### src/rtl/sccb_arbiter_if.sv
// sccb_arbiter_if: requester/SCCB-master bus for sccb_arbiter.
// slave = arbiter side, master = requesters + SCCB master side.
interface sccb_arbiter_if;
    logic        i_req0;
    logic [15:0] i_wr0;
    logic        i_req1;
    logic [15:0] i_wr1;
    logic        o_ack0;
    logic        o_ack1;
    logic [1:0]  o_grant;
    logic        o_m_start;
    logic [6:0]  o_m_addr;
    logic [15:0] o_m_wdata;
    logic        i_m_ready;
    logic        o_busy;

    modport slave (
        input  i_req0, i_wr0, i_req1, i_wr1, i_m_ready,
        output o_ack0, o_ack1, o_grant, o_m_start,
        output o_m_addr, o_m_wdata, o_busy
    );

    modport master (
        output i_req0, i_wr0, i_req1, i_wr1, i_m_ready,
        input  o_ack0, o_ack1, o_grant, o_m_start,
        input  o_m_addr, o_m_wdata, o_busy
    );
endinterface

### src/rtl/sccb_arbiter.sv
// sccb_arbiter: two-requester arbiter in front of one SCCB write master.
// Ports: i_clk, i_rstn (async, active-low); bus (sccb_arbiter_if.slave):
//   i_req0/i_wr0, i_req1/i_wr1 requests; o_ack0/o_ack1 done pulses;
//   o_grant owner; o_m_start/o_m_addr/o_m_wdata/i_m_ready master side;
//   o_busy high outside IDLE.
// Macro SCCB_ARB_RR_EN selects round-robin instead of fixed priority.
module sccb_arbiter #(
    parameter logic [7:0] CAM_I2C_ADDR = 8'h42,
    parameter int         GAP_CYC      = 16
) (
    input logic           i_clk,
    input logic           i_rstn,
    sccb_arbiter_if.slave bus
);
    localparam logic [2:0] S_IDLE      = 3'd0;
    localparam logic [2:0] S_ISSUE     = 3'd1;
    localparam logic [2:0] S_WAIT_BUSY = 3'd2;
    localparam logic [2:0] S_WAIT_DONE = 3'd3;
    localparam logic [2:0] S_GAP       = 3'd4;
    localparam logic [7:0] GAP_LAST    = 8'(GAP_CYC - 1);

    logic [2:0]  state_q, state_d;
    logic [7:0]  cnt_q, cnt_d;
    logic [1:0]  grant_q, grant_d;
    logic [15:0] wdata_q, wdata_d;
    logic        start_q, start_d;
    logic        ack0_q, ack0_d;
    logic        ack1_q, ack1_d;
    logic [1:0]  win;

`ifdef SCCB_ARB_RR_EN
    // last_q: requester granted most recently (1 after reset so 0 wins first)
    logic last_q, last_d;

    always_comb begin
        win = 2'b00;
        if (bus.i_req0 && bus.i_req1)
            win = last_q ? 2'b01 : 2'b10;
        else if (bus.i_req0)
            win = 2'b01;
        else if (bus.i_req1)
            win = 2'b10;
    end

    always_comb begin
        last_d = last_q;
        if (state_q == S_IDLE && bus.i_m_ready && win != 2'b00)
            last_d = win[1];
    end

    always_ff @(posedge i_clk or negedge i_rstn) begin
        if (!i_rstn) last_q <= 1'b1;
        else         last_q <= last_d;
    end
`else
    always_comb begin
        win = 2'b00;
        if (bus.i_req0)
            win = 2'b01;
        else if (bus.i_req1)
            win = 2'b10;
    end
`endif

    always_comb begin
        state_d = state_q;
        cnt_d   = cnt_q;
        grant_d = grant_q;
        wdata_d = wdata_q;
        start_d = 1'b0;
        ack0_d  = 1'b0;
        ack1_d  = 1'b0;
        case (state_q)
            S_IDLE: begin
                if (bus.i_m_ready && win != 2'b00) begin
                    grant_d = win;
                    wdata_d = win[0] ? bus.i_wr0 : bus.i_wr1;
                    state_d = S_ISSUE;
                end
            end
            S_ISSUE: begin
                start_d = 1'b1;
                state_d = S_WAIT_BUSY;
            end
            S_WAIT_BUSY: begin
                if (!bus.i_m_ready)
                    state_d = S_WAIT_DONE;
            end
            S_WAIT_DONE: begin
                if (bus.i_m_ready) begin
                    ack0_d  = grant_q[0];
                    ack1_d  = grant_q[1];
                    grant_d = 2'b00;
                    cnt_d   = 8'd0;
                    state_d = S_GAP;
                end
            end
            S_GAP: begin
                if (cnt_q == GAP_LAST) begin
                    cnt_d   = 8'd0;
                    state_d = S_IDLE;
                end else begin
                    cnt_d = cnt_q + 8'd1;
                end
            end
            default: state_d = S_IDLE;
        endcase
    end

    always_ff @(posedge i_clk or negedge i_rstn) begin
        if (!i_rstn) begin
            state_q <= S_IDLE;
            cnt_q   <= 8'd0;
            grant_q <= 2'b00;
            wdata_q <= 16'h0000;
            start_q <= 1'b0;
            ack0_q  <= 1'b0;
            ack1_q  <= 1'b0;
        end else begin
            state_q <= state_d;
            cnt_q   <= cnt_d;
            grant_q <= grant_d;
            wdata_q <= wdata_d;
            start_q <= start_d;
            ack0_q  <= ack0_d;
            ack1_q  <= ack1_d;
        end
    end

    assign bus.o_ack0    = ack0_q;
    assign bus.o_ack1    = ack1_q;
    assign bus.o_grant   = grant_q;
    assign bus.o_m_start = start_q;
    assign bus.o_m_addr  = CAM_I2C_ADDR[7:1];
    assign bus.o_m_wdata = wdata_q;
    assign bus.o_busy    = (state_q != S_IDLE);
endmodule

### src/flat_wrapper.sv
// flat-port wrapper written by rule: the top's interface ports become plain ports
module sccb_arbiter_flat 
#(
    parameter logic [7:0] CAM_I2C_ADDR = 8'h42,
    parameter int         GAP_CYC      = 16
)
  (i_clk, i_rstn, bus_i_req0, bus_i_wr0, bus_i_req1, bus_i_wr1, bus_i_m_ready, bus_o_ack0, bus_o_ack1, bus_o_grant, bus_o_m_start, bus_o_m_addr, bus_o_m_wdata, bus_o_busy);
  sccb_arbiter_if bus_i ();
  input logic i_clk;
  input logic i_rstn;
  input wire logic [$bits(bus_i.i_req0)-1:0] bus_i_req0;
  input wire logic [$bits(bus_i.i_wr0)-1:0] bus_i_wr0;
  input wire logic [$bits(bus_i.i_req1)-1:0] bus_i_req1;
  input wire logic [$bits(bus_i.i_wr1)-1:0] bus_i_wr1;
  input wire logic [$bits(bus_i.i_m_ready)-1:0] bus_i_m_ready;
  output wire logic [$bits(bus_i.o_ack0)-1:0] bus_o_ack0;
  output wire logic [$bits(bus_i.o_ack1)-1:0] bus_o_ack1;
  output wire logic [$bits(bus_i.o_grant)-1:0] bus_o_grant;
  output wire logic [$bits(bus_i.o_m_start)-1:0] bus_o_m_start;
  output wire logic [$bits(bus_i.o_m_addr)-1:0] bus_o_m_addr;
  output wire logic [$bits(bus_i.o_m_wdata)-1:0] bus_o_m_wdata;
  output wire logic [$bits(bus_i.o_busy)-1:0] bus_o_busy;
  assign bus_i.i_req0 = bus_i_req0;
  assign bus_i.i_wr0 = bus_i_wr0;
  assign bus_i.i_req1 = bus_i_req1;
  assign bus_i.i_wr1 = bus_i_wr1;
  assign bus_i.i_m_ready = bus_i_m_ready;
  assign bus_o_ack0 = bus_i.o_ack0;
  assign bus_o_ack1 = bus_i.o_ack1;
  assign bus_o_grant = bus_i.o_grant;
  assign bus_o_m_start = bus_i.o_m_start;
  assign bus_o_m_addr = bus_i.o_m_addr;
  assign bus_o_m_wdata = bus_i.o_m_wdata;
  assign bus_o_busy = bus_i.o_busy;
  sccb_arbiter #(.CAM_I2C_ADDR(CAM_I2C_ADDR), .GAP_CYC(GAP_CYC)) u_core (.i_clk(i_clk), .i_rstn(i_rstn), .bus(bus_i));
endmodule
### config.mk
export PLATFORM = sky130hd
export DESIGN_NAME = sccb_arbiter_flat
export DESIGN_NICKNAME = d
export VERILOG_FILES = /design/src/rtl/sccb_arbiter_if.sv /design/src/rtl/sccb_arbiter.sv /design/src/flat_wrapper.sv
export SDC_FILE = /design/constraint.sdc
export NUM_CORES = 1
export LEC_CHECK = 0
export ABC_AREA = 1
export BUFFER_PORTS_ARGS = -buffer_cell sky130_fd_sc_hd__buf_4
export CORE_MARGIN = 2
export CORE_UTILIZATION = 43
export CTS_CLUSTER_DIAMETER = 100
export DETAILED_ROUTE_END_ITERATION = 10
export MAX_ROUTING_LAYER = met4
export PLACE_DENSITY = 0.84
export SLEW_MARGIN = 20
export SYNTH_ARGS = -nofsm -noshare
export SYNTH_HDL_FRONTEND = slang
export SYNTH_SLANG_ARGS = --single-unit
### constraint.sdc
create_clock -name i_clk -period 1.4 [get_ports i_clk]
set_clock_uncertainty 0.15 [all_clocks]
set_input_delay 0 -clock i_clk [delete_from_list [all_inputs] [get_ports i_clk]]
set_output_delay 0 -clock i_clk [all_outputs]
set_load 0.02 [all_outputs]
==> results.cfg, run 1 <==
[setup_path]
end_kind = flip-flop
critPathLaunch = u_core.state_q[2]$_DFFE_PN0P_
crit_path_start_kind = flip-flop
cp_common_cell = sky130_fd_sc_hd__nor2_4
critical_path.reg2reg.startpoint = u_core.state_q[2]$_DFFE_PN0P_
cp_slowest_stage_delay_ps = 420
cp_data_required_time_ps = 1430
timing_worst_setup_path_type = reg2reg
crit_slowest_cell = sky130_fd_sc_hd__dfrtp_1
path_cells = nor2_4 > nand2_4 > nor2_4 > clkbuf_16 > nor2_1 > a31oi_1
worstPathMaxFanout = 8
critPathArrivalTime_ps = 1640
r2r_cells = 6

[logic_synthesis]
synthDominantAreaCellType = sky130_fd_sc_hd__dfrtp_1
post_synth_num_cell_types = 28
asyncSetResetFlopFracSynth_pct = 100.0
syn-instance-count = 202
synthFlopType = sky130_fd_sc_hd__dfrtp_1
synth_warnings = 0
count_of_flip_flops_with_a_built_in_enable_after_synthesis = 0
synth.top_cell.area_share_pct = 49.46
yosysSeqAreaShare_pct = 49.46
post_synth_instance_area_um2 = 1619
mean_area_per_synthesized_cell_um2 = 8.015
synth_top_cells_by_area = sky130_fd_sc_hd__dfrtp_1 (49%), sky130_fd_sc_hd__nand2_1 (13%), sky130_fd_sc_hd__nor2_1 (7.9%)
synth-seq-cells = 32

[outcome]
outcome = complete, but fails checks
violations_in_the_final_reports = setup timing

[power_and_ir_drop]
vdd_drop_max_v = 0.001089
total_switching_power_mw = 2.323
switching_share_pct = 43.94
share_comb_of_total_power_pct = 52.2
intPower_mw = 2.964
powerDensity_nw_per_um2 = 1926
clock_power_share_pct = 14.8
seq_power_share_pct = 33.0
total_leakage_power_nw = 1.337

[route]
total_drc_errors_in_the_routed_layout = 0
routed-via-count = 1997
firstDrtPassIters = 5
wirelength_um = 6794
postRouteAntennaNets = 0
detail_route.iter0.violations = 183
vias_per_cell = 5.594
routed_wire_length_per_instance_um = 19.03

[floorplan]
starting_density_of_the_core_pct = 44.56
die_height_um = 65.36
die_w_um = 65.36
num_io_pins = 66
dieArea_um2 = 4272
number_of_rows_created_at_floorplan = 22
floorplan.core_area_um2 = 3633

[sta]
maxClockFrequency_mhz = 620.2
finalCritPeriodShare_pct = 115.2
final_hold_viol_count = 0
setup_slack_ps = -212.3
grt_setup_unrepaired = yes
final-max-slew-violation-count = 0
shortest_period_the_worst_path_allows_ps = 1612
setup-violations-final = 26

[clock_tree]
worstSkewPairLatency_ps = 280
max-clock-path-buffers = 2
number_of_cts_inserted_buffers = 5
clock_tree.htree_level_count = 2
clockRootBuffer = sky130_fd_sc_hd__clkbuf_8
clkSinkCount = 32
clock_tree_from_tritoncts = built
clk_pin_slew_ps = 70

[global_routing]
grt_overflow = 0
first_global_vias = 1855
grt.total_usage_pct = 29.33
grt_first_pass_wirelength_um = 9114
grt_start_max_net_pins = 33
antenna_found_initial = 0

[layout]
post_route_cells_drive_above_1_share_pct = 33.98
num_antenna_cells = 0
area_delta_synth_final_pct = 69.55
final_common_cell = sky130_fd_sc_hd__buf_4
post_route_cell_area_um2 = 2745
nFillCells = 208
most-common-layout-cells = sky130_fd_sc_hd__buf_4 (70), sky130_fd_sc_hd__nand2_1 (58), sky130_fd_sc_hd__dlygate4sd3_1 (36), sky130_fd_sc_hd__dfrtp_1 (32), sky130_fd_sc_hd__nor2_1 (21)
final_nets = 347
fin_util_pct = 75.55

[place]
gp_congestion = 0.8480
half_perimeter_wire_length_after_detailed_placement_um = 2779
placedInstanceArea_um2 = 2131
portBuffers = 58

[run]
drv_cap = 0

[min_path]
hold_class = in2async
[final cells by class]
class | instances | area, µm² | share of cell area, %
inverters | 14 | 52.55 | 1.914
well taps | 48 | 60.06 | 2.188
clock buffers | 7 | 96.34 | 3.510
repair buffers | 109 | 955.9 | 34.82
flip-flops and latches | 32 | 800.8 | 29.17
multi-input cells | 147 | 779.5 | 28.40
[worst max-delay path, delay by kind of cell (launching register included)]
family / cells / cell delay, ps
flops: 1 / 420
compound gates: 1 / 220
buf+inv: 1 / 210
simple gates: 4 / 510
[power groups by stage]
stage	combinational, mW	sequential [mW]	clock, mW
detailed placement	2.13	1.63	0
finish	2.76	1.74	0.782
floorplan	0.964	1.92	0
global placement	2.09	1.61	0
CTS	2.22	1.61	0.765
global route	2.91	1.77	0.831
[registers in the layout, summed over array words and instances, names as in the netlist]
name / count
u_core.bus.o_ack0: 1
u_core.bus.o_ack1: 1
u_core.bus.o_grant: 2
u_core.bus.o_m_start: 1
u_core.bus.o_m_wdata: 16
u_core.cnt_q: 8
u_core.state_q: 3
[worst paths after layout]
kind	slack, ps	endpoint
setup / recovery	-210	u_core.bus.o_m_wdata[9]$_DFFE_PN0P_
hold / removal	50	u_core.cnt_q[7]$_DFFE_PN0P_
setup reg to reg	-210	u_core.bus.o_m_wdata[9]$_DFFE_PN0P_
hold reg to reg	400	u_core.cnt_q[0]$_DFFE_PN0P_
max in group asynchronous	760	u_core.bus.o_ack1$_DFF_PN0_
min in group i_clk	400	u_core.cnt_q[0]$_DFFE_PN0P_
[per-layer routing]
metal | vias to the layer above | routed length [µm] | global-route usage (%)
li1 | 860 | - | -
met1 | 922 | 2523 | 34.89
met2 | 175 | 3312 | 47.45
met3 | 40 | 668 | 8.562
met4 | 0 | 289 | 10.94
met5 | - | 0 | -
[cells in the mapped netlist (all sizes together) (2+ instances only)]
master,count
a31oi,16
buf,11
clkbuf,3
conb,2
dfrtp,32
inv,13
nand2,59
nand3,8
nand4,4
nor2,36
o21ai,7
o22ai,2
xor2,2
[logic make-up after synthesis]
family	share of synthesized area, %
AO/OA/AOI/OAI	10.66
XOR/XNOR	1.623
adder cells (fa/ha/maj)	0.7727
buffers and inverters	9.273
flip-flops	49.46
other	0.4639
AND/OR/NAND/NOR	27.74
[metrics by stage]
step	worst slack [ps]	instances	hold WS, ps	TNS [ps]	power (mW)
after floorplan	1.657	207	-445.6	0	2.887
final	-212.3	357	45.05	-1846	5.287
after global placement	59.71	310	-194.3	0	3.700
after detailed placement	-10.55	310	-190.3	-10.55	3.757
after CTS	0.8874	353	62.40	0	4.589
after global routing	-277.7	357	83.06	-3682	5.514
[repair_timing]
action	4_1_cts	5_1_grt
gates resized for setup	0	25
buffers inserted	0	2
hold buffers	36	0
setup endpoints to repair	2	29
pin swaps	1	4
cloned	0	2
endpoints found under the hold margin	51	0
Power figures use the tool's default switching activity.
==> inputs of run 2 (changes only) <==
Settings changed: CORE_UTILIZATION 43 to 48, PLACE_DENSITY 0.84 to 0.89.
Clock period 1.4 ns to 1.6 ns, I/O delays scaled along.
==> results.cfg, run 2 (same netlist as run 1, synthesis figures left out) <==
[run]
drv_cap = 0

[outcome]
outcome = complete, but fails checks
violations_in_the_final_reports = DRC, setup timing

[route]
firstDrtPassIters = 10
total_drc_errors_in_the_routed_layout = 2
routed-via-count = 1995
postRouteAntennaNets = 0
wirelength_um = 6866
routed_wire_length_per_instance_um = 19.29
vias_per_cell = 5.604
detail_route.iter0.violations = 229

[setup_path]
crit_path_start_kind = input port
end_kind = flip-flop
critical_path.reg2reg.startpoint = u_core.cnt_q[0]$_DFFE_PN0P_
critPathArrivalTime_ps = 1730
timing_worst_setup_path_type = in2reg
ff2ff_setup_slack_ps = 50
worstReg2RegEnd = u_core.state_q[0]$_DFFE_PN0P_
worstPathMaxFanout = 19
r2r_cells = 5
cp_data_required_time_ps = 1720

[sta]
finalCritPeriodShare_pct = 100.4
maxClockFrequency_mhz = 622.5
shortest_period_the_worst_path_allows_ps = 1606
final_hold_viol_count = 0
final-max-slew-violation-count = 0
holdWs_ps = 331.3
setup_slack_ps = -6.485
setup-violations-final = 1

[clock_tree]
worstSkewPairLatency_ps = 350
number_of_cts_inserted_buffers = 5
clockRootBuffer = sky130_fd_sc_hd__clkbuf_4
clock_tree_from_tritoncts = built
clock_tree.htree_level_count = 2
max-clock-path-buffers = 2
clkSinkCount = 32
clk_pin_slew_ps = 120

[layout]
area.sequential_um2 = 803.3
post_route_cells_drive_above_1_share_pct = 27.42
final_nets = 347
nFillCells = 154
stdcell_count = 356
area_delta_synth_final_pct = 64.76
area_used_by_multi_input_combinational_logic_um2 = 696.9
final_common_cell = sky130_fd_sc_hd__buf_4
most-common-layout-cells = sky130_fd_sc_hd__buf_4 (63), sky130_fd_sc_hd__nand2_1 (58), sky130_fd_sc_hd__dlygate4sd3_1 (44), sky130_fd_sc_hd__nor2_1 (33), sky130_fd_sc_hd__dfrtp_1 (30)
post_route_cell_area_um2 = 2668
num_antenna_cells = 0
number_of_flip_flops_under_the_largest_register_name = 16

[global_routing]
grt_overflow = 0
first_global_vias = 1957
antenna_found_initial = 0
grt_first_pass_wirelength_um = 9880
grt_start_max_net_pins = 33
grt.total_usage_pct = 37.68

[place]
portBuffers = 58
post-place-ws_ps = 132.3
half_perimeter_wire_length_after_detailed_placement_um = 2611
placedInstanceArea_um2 = 2068
gp_congestion = 0.8302
place.detailed.instances = 300

[floorplan]
num_io_pins = 66
number_of_rows_created_at_floorplan = 21
floorplan.core_area_um2 = 3284
die_w_um = 62.08
die_height_um = 62.08
dieArea_um2 = 3853
starting_density_of_the_core_pct = 49.30

[min_path]
min_delay_path_depth = 4
hold_class = in2reg
hp-start = bus_i_wr1[15]
min_to = u_core.bus.o_m_wdata[15]$_DFFE_PN0P_

[power_and_ir_drop]
vdd_drop_max_v = 0.001034
powerDensity_nw_per_um2 = 1655
report.power.total_mw = 4.416
total_leakage_power_nw = 1.298
==> run 2: cell count changes in the layout (fill, tap and decap cells not counted), sizes merged <==
cell         delta
buf             -7
bufinv          +1
clkbuf          -1
clkinv          -1
clkinvlp        +1
dlygate4sd3     +8
==> run 2: routing by layer <==
layer | wire [µm] | track usage, %
met1 | 2474 | 48.13
met2 | 3212 | 57.74
met3 | 872 | 10.77
met4 | 306 | 12.46
met5 | 0 | -
==> run 2: per-stage QoR <==
stage / utilization (%) / setup TNS, ps
2_1_floorplan: - / 0
3_3_place_gp: 62.97 / 0
3_5_place_dp: 62.97 / 0
4_1_cts: 79.28 / 0
5_1_grt: 81.22 / -26.47
6_report: 81.22 / -6.485
==> run 2: report_power, final <==
part | total [mW] | internal (mW) | switching, mW
Clock | 0.731 | 0.415 | 0.316
Combinational | 2.18 | 0.884 | 1.29
Sequential | 1.51 | 1.16 | 0.348
Total | 4.42 | 2.46 | 1.96
==> run 2: cell type report <==
type                            instances  share of cell area (%)
Clock buffer                            7                   2.439
Tap cell                               46                   2.158
Multi-Input combinational cell        147                   26.13
Sequential cell                        32                   30.11
Timing Repair Buffer                  109                   35.93
Clock inverter                          1                   1.126
Inverter                               14                   2.111
==> run 2: timing repair <==
| action | CTS | global route |
|---|---|---|
| endpoints found under the setup margin | 0 | 18 |
| hold buffers | 44 | 0 |
| hold endpoints to repair | 55 | 0 |
| buffers inserted | 0 | 3 |
| resized for setup | 0 | 6 |
==> run 2: critical path: stages <==
cell and delay, ps:
sky130_fd_sc_hd__dlygate4sd3_1 530, sky130_fd_sc_hd__buf_4 250, sky130_fd_sc_hd__nand2_1 140, sky130_fd_sc_hd__dlygate4sd3_1 590, sky130_fd_sc_hd__a31oi_1 210
==> run 2: how the worst max path moves through the flow <==
stage | startpoint | endpoint | slack, ps | cells after the start
global route | u_core.cnt_q[0]$_DFFE_PN0P_ | u_core.state_q[1]$_DFFE_PN0P_ | -10 | 5
finish | bus_i_req0 | u_core.bus.o_m_wdata[10]$_DFFE_PN0P_ | -6 | 5
global placement | u_core.state_q[0]$_DFFE_PN0P_ | u_core.bus.o_m_wdata[14]$_DFFE_PN0P_ | 170 | 6
CTS | bus_i_req0 | u_core.bus.o_grant[1]$_DFFE_PN0P_ | 90 | 5
floorplan | u_core.state_q[0]$_DFFE_PN0P_ | u_core.bus.o_m_wdata[10]$_DFFE_PN0P_ | 160 | 5
detailed placement | u_core.cnt_q[0]$_DFFE_PN0P_ | u_core.state_q[0]$_DFFE_PN0P_ | 130 | 5
